==> src/rtl/uart_tx_fifo.sv <==
`default_nettype none
// ============================================================================
// Module   : uart_tx_fifo
// Brief    : UART transmit path. A DEPTH-entry synchronous FIFO fed by the
//            APB FIFO slave, a bit-period divider and an 8N1 serializer that
//            drains the FIFO onto tx, LSB first, with back-to-back frames.
// Revision : 1.0  initial release
// ============================================================================
module uart_tx_fifo #(
    parameter int DEPTH    = 16,
    parameter int CLK_FREQ = 100_000_000,
    parameter int BAUD     = 9600
) (
    input  logic                     clk,
    input  logic                     rst,
    input  logic                     TX_wr,
    input  logic [7:0]               TX_wdata,
    output logic                     TX_full,
    output logic                     TX_empty,
    output logic [$clog2(DEPTH):0]   tx_count,
    output logic                     tx_busy,
    output logic                     tx_ovf,
    output logic                     tx
);

    localparam int AW  = $clog2(DEPTH);
    localparam int CW  = AW + 1;
    localparam int DIV = CLK_FREQ / BAUD;
    localparam int DW  = (DIV > 1) ? $clog2(DIV) : 1;

    localparam logic [DW-1:0] DIV_LAST = DW'(DIV - 1);
    localparam logic [CW-1:0] FULL_CNT = CW'(DEPTH);

    typedef enum logic [1:0] {
        IDLE  = 2'd0,
        START = 2'd1,
        DATA  = 2'd2,
        STOP  = 2'd3
    } state_t;

    // ------------------------------------------------------------------
    // FIFO storage and bookkeeping
    // ------------------------------------------------------------------
    logic [7:0]    mem_q [DEPTH];
    logic [AW-1:0] wptr_q, wptr_d;
    logic [AW-1:0] rptr_q, rptr_d;
    logic [CW-1:0] count_q, count_d;
    logic          ovf_q, ovf_d;

    logic          w_full;
    logic          w_empty;
    logic          w_wr_acc;
    logic          w_pop;
    logic [7:0]    w_rdata;

    // ------------------------------------------------------------------
    // Serializer state
    // ------------------------------------------------------------------
    state_t        state_q, state_d;
    logic [DW-1:0] div_q, div_d;
    logic [2:0]    bit_q, bit_d;
    logic [7:0]    shift_q, shift_d;
    logic          tx_q, tx_d;
    logic          w_div_last;

    assign w_full   = (count_q == FULL_CNT);
    assign w_empty  = (count_q == '0);
    // Fullness is taken before the edge, so a same-cycle pop never rescues a write.
    assign w_wr_acc = TX_wr & ~w_full;
    assign w_rdata  = mem_q[rptr_q];

    // FIFO pointer, occupancy and overflow next-state
    always_comb begin
        wptr_d  = wptr_q;
        rptr_d  = rptr_q;
        count_d = count_q;
        ovf_d   = TX_wr & w_full;
        if (w_wr_acc) begin
            wptr_d = wptr_q + 1'b1;
        end
        if (w_pop) begin
            rptr_d = rptr_q + 1'b1;
        end
        case ({w_wr_acc, w_pop})
            2'b10:   count_d = count_q + 1'b1;
            2'b01:   count_d = count_q - 1'b1;
            default: count_d = count_q;
        endcase
    end

    // FIFO control registers
    always_ff @(posedge clk) begin
        if (rst) begin
            wptr_q  <= '0;
            rptr_q  <= '0;
            count_q <= '0;
            ovf_q   <= 1'b0;
        end else begin
            wptr_q  <= wptr_d;
            rptr_q  <= rptr_d;
            count_q <= count_d;
            ovf_q   <= ovf_d;
        end
    end

    // FIFO data array; contents are don't-care after reset
    always_ff @(posedge clk) begin
        if (w_wr_acc) begin
            mem_q[wptr_q] <= TX_wdata;
        end
    end

    assign w_div_last = (div_q == DIV_LAST);

    // Serializer next-state, divider, shifter and line value
    always_comb begin
        state_d = state_q;
        div_d   = div_q + 1'b1;
        bit_d   = bit_q;
        shift_d = shift_q;
        tx_d    = tx_q;
        w_pop   = 1'b0;
        case (state_q)
            IDLE: begin
                div_d = '0;
                tx_d  = 1'b1;
                if (!w_empty) begin
                    w_pop   = 1'b1;
                    shift_d = w_rdata;
                    state_d = START;
                    tx_d    = 1'b0;
                end
            end
            START: begin
                if (w_div_last) begin
                    div_d   = '0;
                    bit_d   = '0;
                    state_d = DATA;
                    tx_d    = shift_q[0];
                end
            end
            DATA: begin
                if (w_div_last) begin
                    div_d = '0;
                    if (bit_q == 3'd7) begin
                        state_d = STOP;
                        tx_d    = 1'b1;
                    end else begin
                        // Shift so the next bit to send always sits in [1] here.
                        bit_d   = bit_q + 1'b1;
                        shift_d = {1'b0, shift_q[7:1]};
                        tx_d    = shift_q[1];
                    end
                end
            end
            STOP: begin
                if (w_div_last) begin
                    div_d = '0;
                    if (!w_empty) begin
                        // Chain straight into the next start bit with no idle gap.
                        w_pop   = 1'b1;
                        shift_d = w_rdata;
                        state_d = START;
                        tx_d    = 1'b0;
                    end else begin
                        state_d = IDLE;
                        tx_d    = 1'b1;
                    end
                end
            end
            default: begin
                state_d = IDLE;
                div_d   = '0;
                tx_d    = 1'b1;
            end
        endcase
    end

    // Serializer registers
    always_ff @(posedge clk) begin
        if (rst) begin
            state_q <= IDLE;
            div_q   <= '0;
            bit_q   <= '0;
            shift_q <= '0;
            tx_q    <= 1'b1;
        end else begin
            state_q <= state_d;
            div_q   <= div_d;
            bit_q   <= bit_d;
            shift_q <= shift_d;
            tx_q    <= tx_d;
        end
    end

    assign TX_full  = w_full;
    assign TX_empty = w_empty;
    assign tx_count = count_q;
    assign tx_busy  = (state_q != IDLE);
    assign tx_ovf   = ovf_q;
    assign tx       = tx_q;

endmodule
`default_nettype wire

==> config.mk <==
export PLATFORM = sky130hd
export DESIGN_NAME = uart_tx_fifo
export DESIGN_NICKNAME = d
export VERILOG_FILES = /design/src/rtl/uart_tx_fifo.sv
export SDC_FILE = /design/constraint.sdc
export NUM_CORES = 1
export LEC_CHECK = 0
export ABC_AREA = 1
export BUFFER_PORTS_ARGS = -buffer_cell sky130_fd_sc_hd__buf_2
export CORE_ASPECT_RATIO = 0.6
export CORE_MARGIN = 10
export CORE_UTILIZATION = 42
export DETAILED_ROUTE_END_ITERATION = 10
export GPL_ROUTABILITY_DRIVEN = 0
export GPL_TIMING_DRIVEN = 0
export SETUP_SLACK_MARGIN = 0.4
export SYNTH_ARGS = -nofsm -noshare
export SYNTH_HDL_FRONTEND = slang
export SYNTH_SLANG_ARGS = --single-unit
==> constraint.sdc <==
create_clock -name clk -period 3.65 [get_ports clk]
set_input_delay 0.365 -clock clk [delete_from_list [all_inputs] [get_ports clk]]
set_output_delay 0.365 -clock clk [all_outputs]
set_load 0.005 [all_outputs]
==> metrics <==
FILL cells 1556; status completed; detailed-route wire length 17.9 mm; crit-path max FO 8; syn avg cell area 11.1 um2; Die Wd 193 um; largest net degree at the start of global routing 18; clk buf depth 2; Post-Syn Instances 680; Req. time, crit path 4.01 ns; asr flop ratio synth 0%; CTS root buffer clkbuf_16; crit path to tx_count[4]; WL/cell 18.5 um; Final TNS setup 0 ns; Critical Path End Type flop; maximum clock rate 396 MHz; origin of the worst setup path state_q[0]; DRT antenna net count 0; share of post-route cells with drive strength above 1 11.9%; VDD IR max 0.356 mV; area leader, netlist edfxtp_1; synth unique cells 39; R2R Path Start state_q[0]; ranking of synthesized cells by area edfxtp_1, dfxtp_1, a21oi_1; total CTS buffers 17; post_cts resized 0; Critical R2R Capture tx_count[4]; Pre-antenna DRT Iters 5; post-DP HPWL 12.8 mm; CTS tree built; Die Y 124 um; CP max stage delay 0.41 ns; Synthesized Nets 707; hold_buf cts 0; io pins 21; CP most frequent cell nand2_1; FF-to-FF setup slack 1.13 ns; unrepaired setup endpoints after global routing false; Post-Route Skew 0.00742 ns; via count 5083; clk_lat worst skew 0.43 ns; # DRC 0; Final Cell Area 8520 um2; most frequent cell after synthesis edfxtp_1; Seq cells post-synth 174; core area 17400 um2; Area after DPL 7920 um2; register area share after synthesis 63.2%; post-synth top area share 51.0%; site row count 37; Worst Path Arrival 2.88 ns; post-CTS setup buffer count 0; Pwr per Cell Area 732 nW/um2; clock sinks 174; initial antenna violation count 0; Sequential Area 4760 um2; n_diodes 0; Critical Path Slowest Stage Cell dfxtp_1; Top FF cell, synth edfxtp_1; final number of setup-violating endpoints 0; r2r worst-path depth 16; hold crit path type primary input to flop; commonest cells in the netlist edfxtp_1, inv_1, a21oi_1, nand2_1, o21ai_0; startpoint types flop; Area growth syn-to-layout 13.1%; Ys Warns 0; area of the mapped netlist 7530 um2; H-tree depth 4; routed vias/inst 5.27; Design Power 6.24 mW; Hold Vio Cnt, Final 0; Min Clock Period, post-route 2.52 ns; gr ovfl total 0; global-route wire length before repair 27.5 mm; die area 23900 um2; fin nets 745; GR Util All Layers 15.5%; crit path cell chain inv_1 > ha_1 > inv_1 > nand3_1 > nand2_4 > ha_1 > xor2_1 > ha_1 > inv_1 > nand2_4 > nand2_2 > nand2_1 > nand2_1 > nand2_1 > nand2_1 > a21oi_2; vias in the first global route 4753; Worst Tran Pin Value 1.04 ns; Starting DRT DRC Count 485; Starting Density 43.4%; Leakage Power 3.10 nW; PortBufs 19; CTS clk-pin slew, worst paths 0.07 ns; EDFF count, synth 128; Slew HR 30.3%; footprint of the multi-input gates 2320 um2; Setup CP Type flop to flop; Max-cap violations 0; Tcrit/Tclk final 69.1%; Slew Limit Fails 0
worst max-delay path, delay by kind of cell, from the launching register on:
kind / cells / cell delay [ns]
buf+inv: 3 / 0.32
fa+ha+maj: 3 / 0.77
xor+xnor: 1 / 0.22
simple gates: 8 / 0.64
compound gates: 1 / 0.10
flops: 1 / 0.41
stage by stage:
stage	cells	hold WS [ns]	util (%)	setup slack, ns
floorplan	680	0.418	-	1.43
global placement	933	0.427	45.6	1.20
detailed placement	933	0.449	45.6	1.14
CTS	965	0.167	49.1	1.11
global route	965	0.177	49.1	0.919
finish	965	0.181	49.1	1.13
cells in the final DEF (no fill, tap or decap), drive strengths merged, types with 2 or more instances in the layout:
cell type    n
mux2i       32
clkbuf      34
nor3         3
inv         92
o211ai      26
clkinvlp     3
nor3b        4
nand2       70
and3         2
nor4         2
nand4        4
dfxtp       46
nand3       25
o21ai       67
xor2         4
a21oi       66
clkinv       3
nor2        64
edfxtp     128
buf         30
o22ai        3
bufinv       2
ha          16
sequential cells by signal, indices dropped and copies added, names as in the netlist, named ones only:
register and count:
tx 1, state_q 2, mem_q 128, tx_count 5, bit_q 3, shift_q 8
rptr_q 4, div_q 14, wptr_q 4, tx_ovf 1
worst min-delay path by stage:
stage	start	endpoint	slack [ns]	cells after the start
CTS	TX_wr	tx_ovf	0.17	3
floorplan	div_q[0]	div_q[0]	0.42	1
global route	TX_wr	tx_ovf	0.18	3
detailed placement	tx	tx	0.45	2
global placement	div_q[0]	div_q[0]	0.43	1
finish	TX_wr	tx_ovf	0.18	3
power by group:
group,switching (mW),internal (mW),leakage [nW]
Clock,0.824,1.03,0.288
Combinational,1.33,0.692,1.28
Sequential,0.0985,2.27,1.53
Total,2.25,3.99,3.10
cell families after synthesis:
group | count (synthesis) | synth area share (%)
buffers and inverters | 113 | 6.01
AOI/OAI and AO/OA | 165 | 12.3
xor gates and xnor gates | 5 | 0.581
and+or+nand+nor | 175 | 11.0
adders and majority gates | 16 | 2.66
muxes | 32 | 4.25
DFF | 174 | 63.2
area by class of cell:
cell class,instances,share of cell area (%)
Buffer,28,1.57
Multi-Input combinational cell,393,27.2
Timing Repair Buffer,19,1.12
Tap cell,234,3.44
Clock inverter,15,2.07
Clock buffer,17,4.99
Inverter,85,3.74
Sequential cell,174,55.9
layer usage:
metal / GRT usage [%] / up-vias / part of all wire, %
met4: 3.73 / 0 / 0.64
met2: 20.6 / 187 / 40
met5: 0 / - / 0
met1: 23.9 / 2436 / 50
met3: 4.44 / 8 / 9.1
li1: - / 2452 / -
No activity file was read; power rests on OpenSTA's default activity.
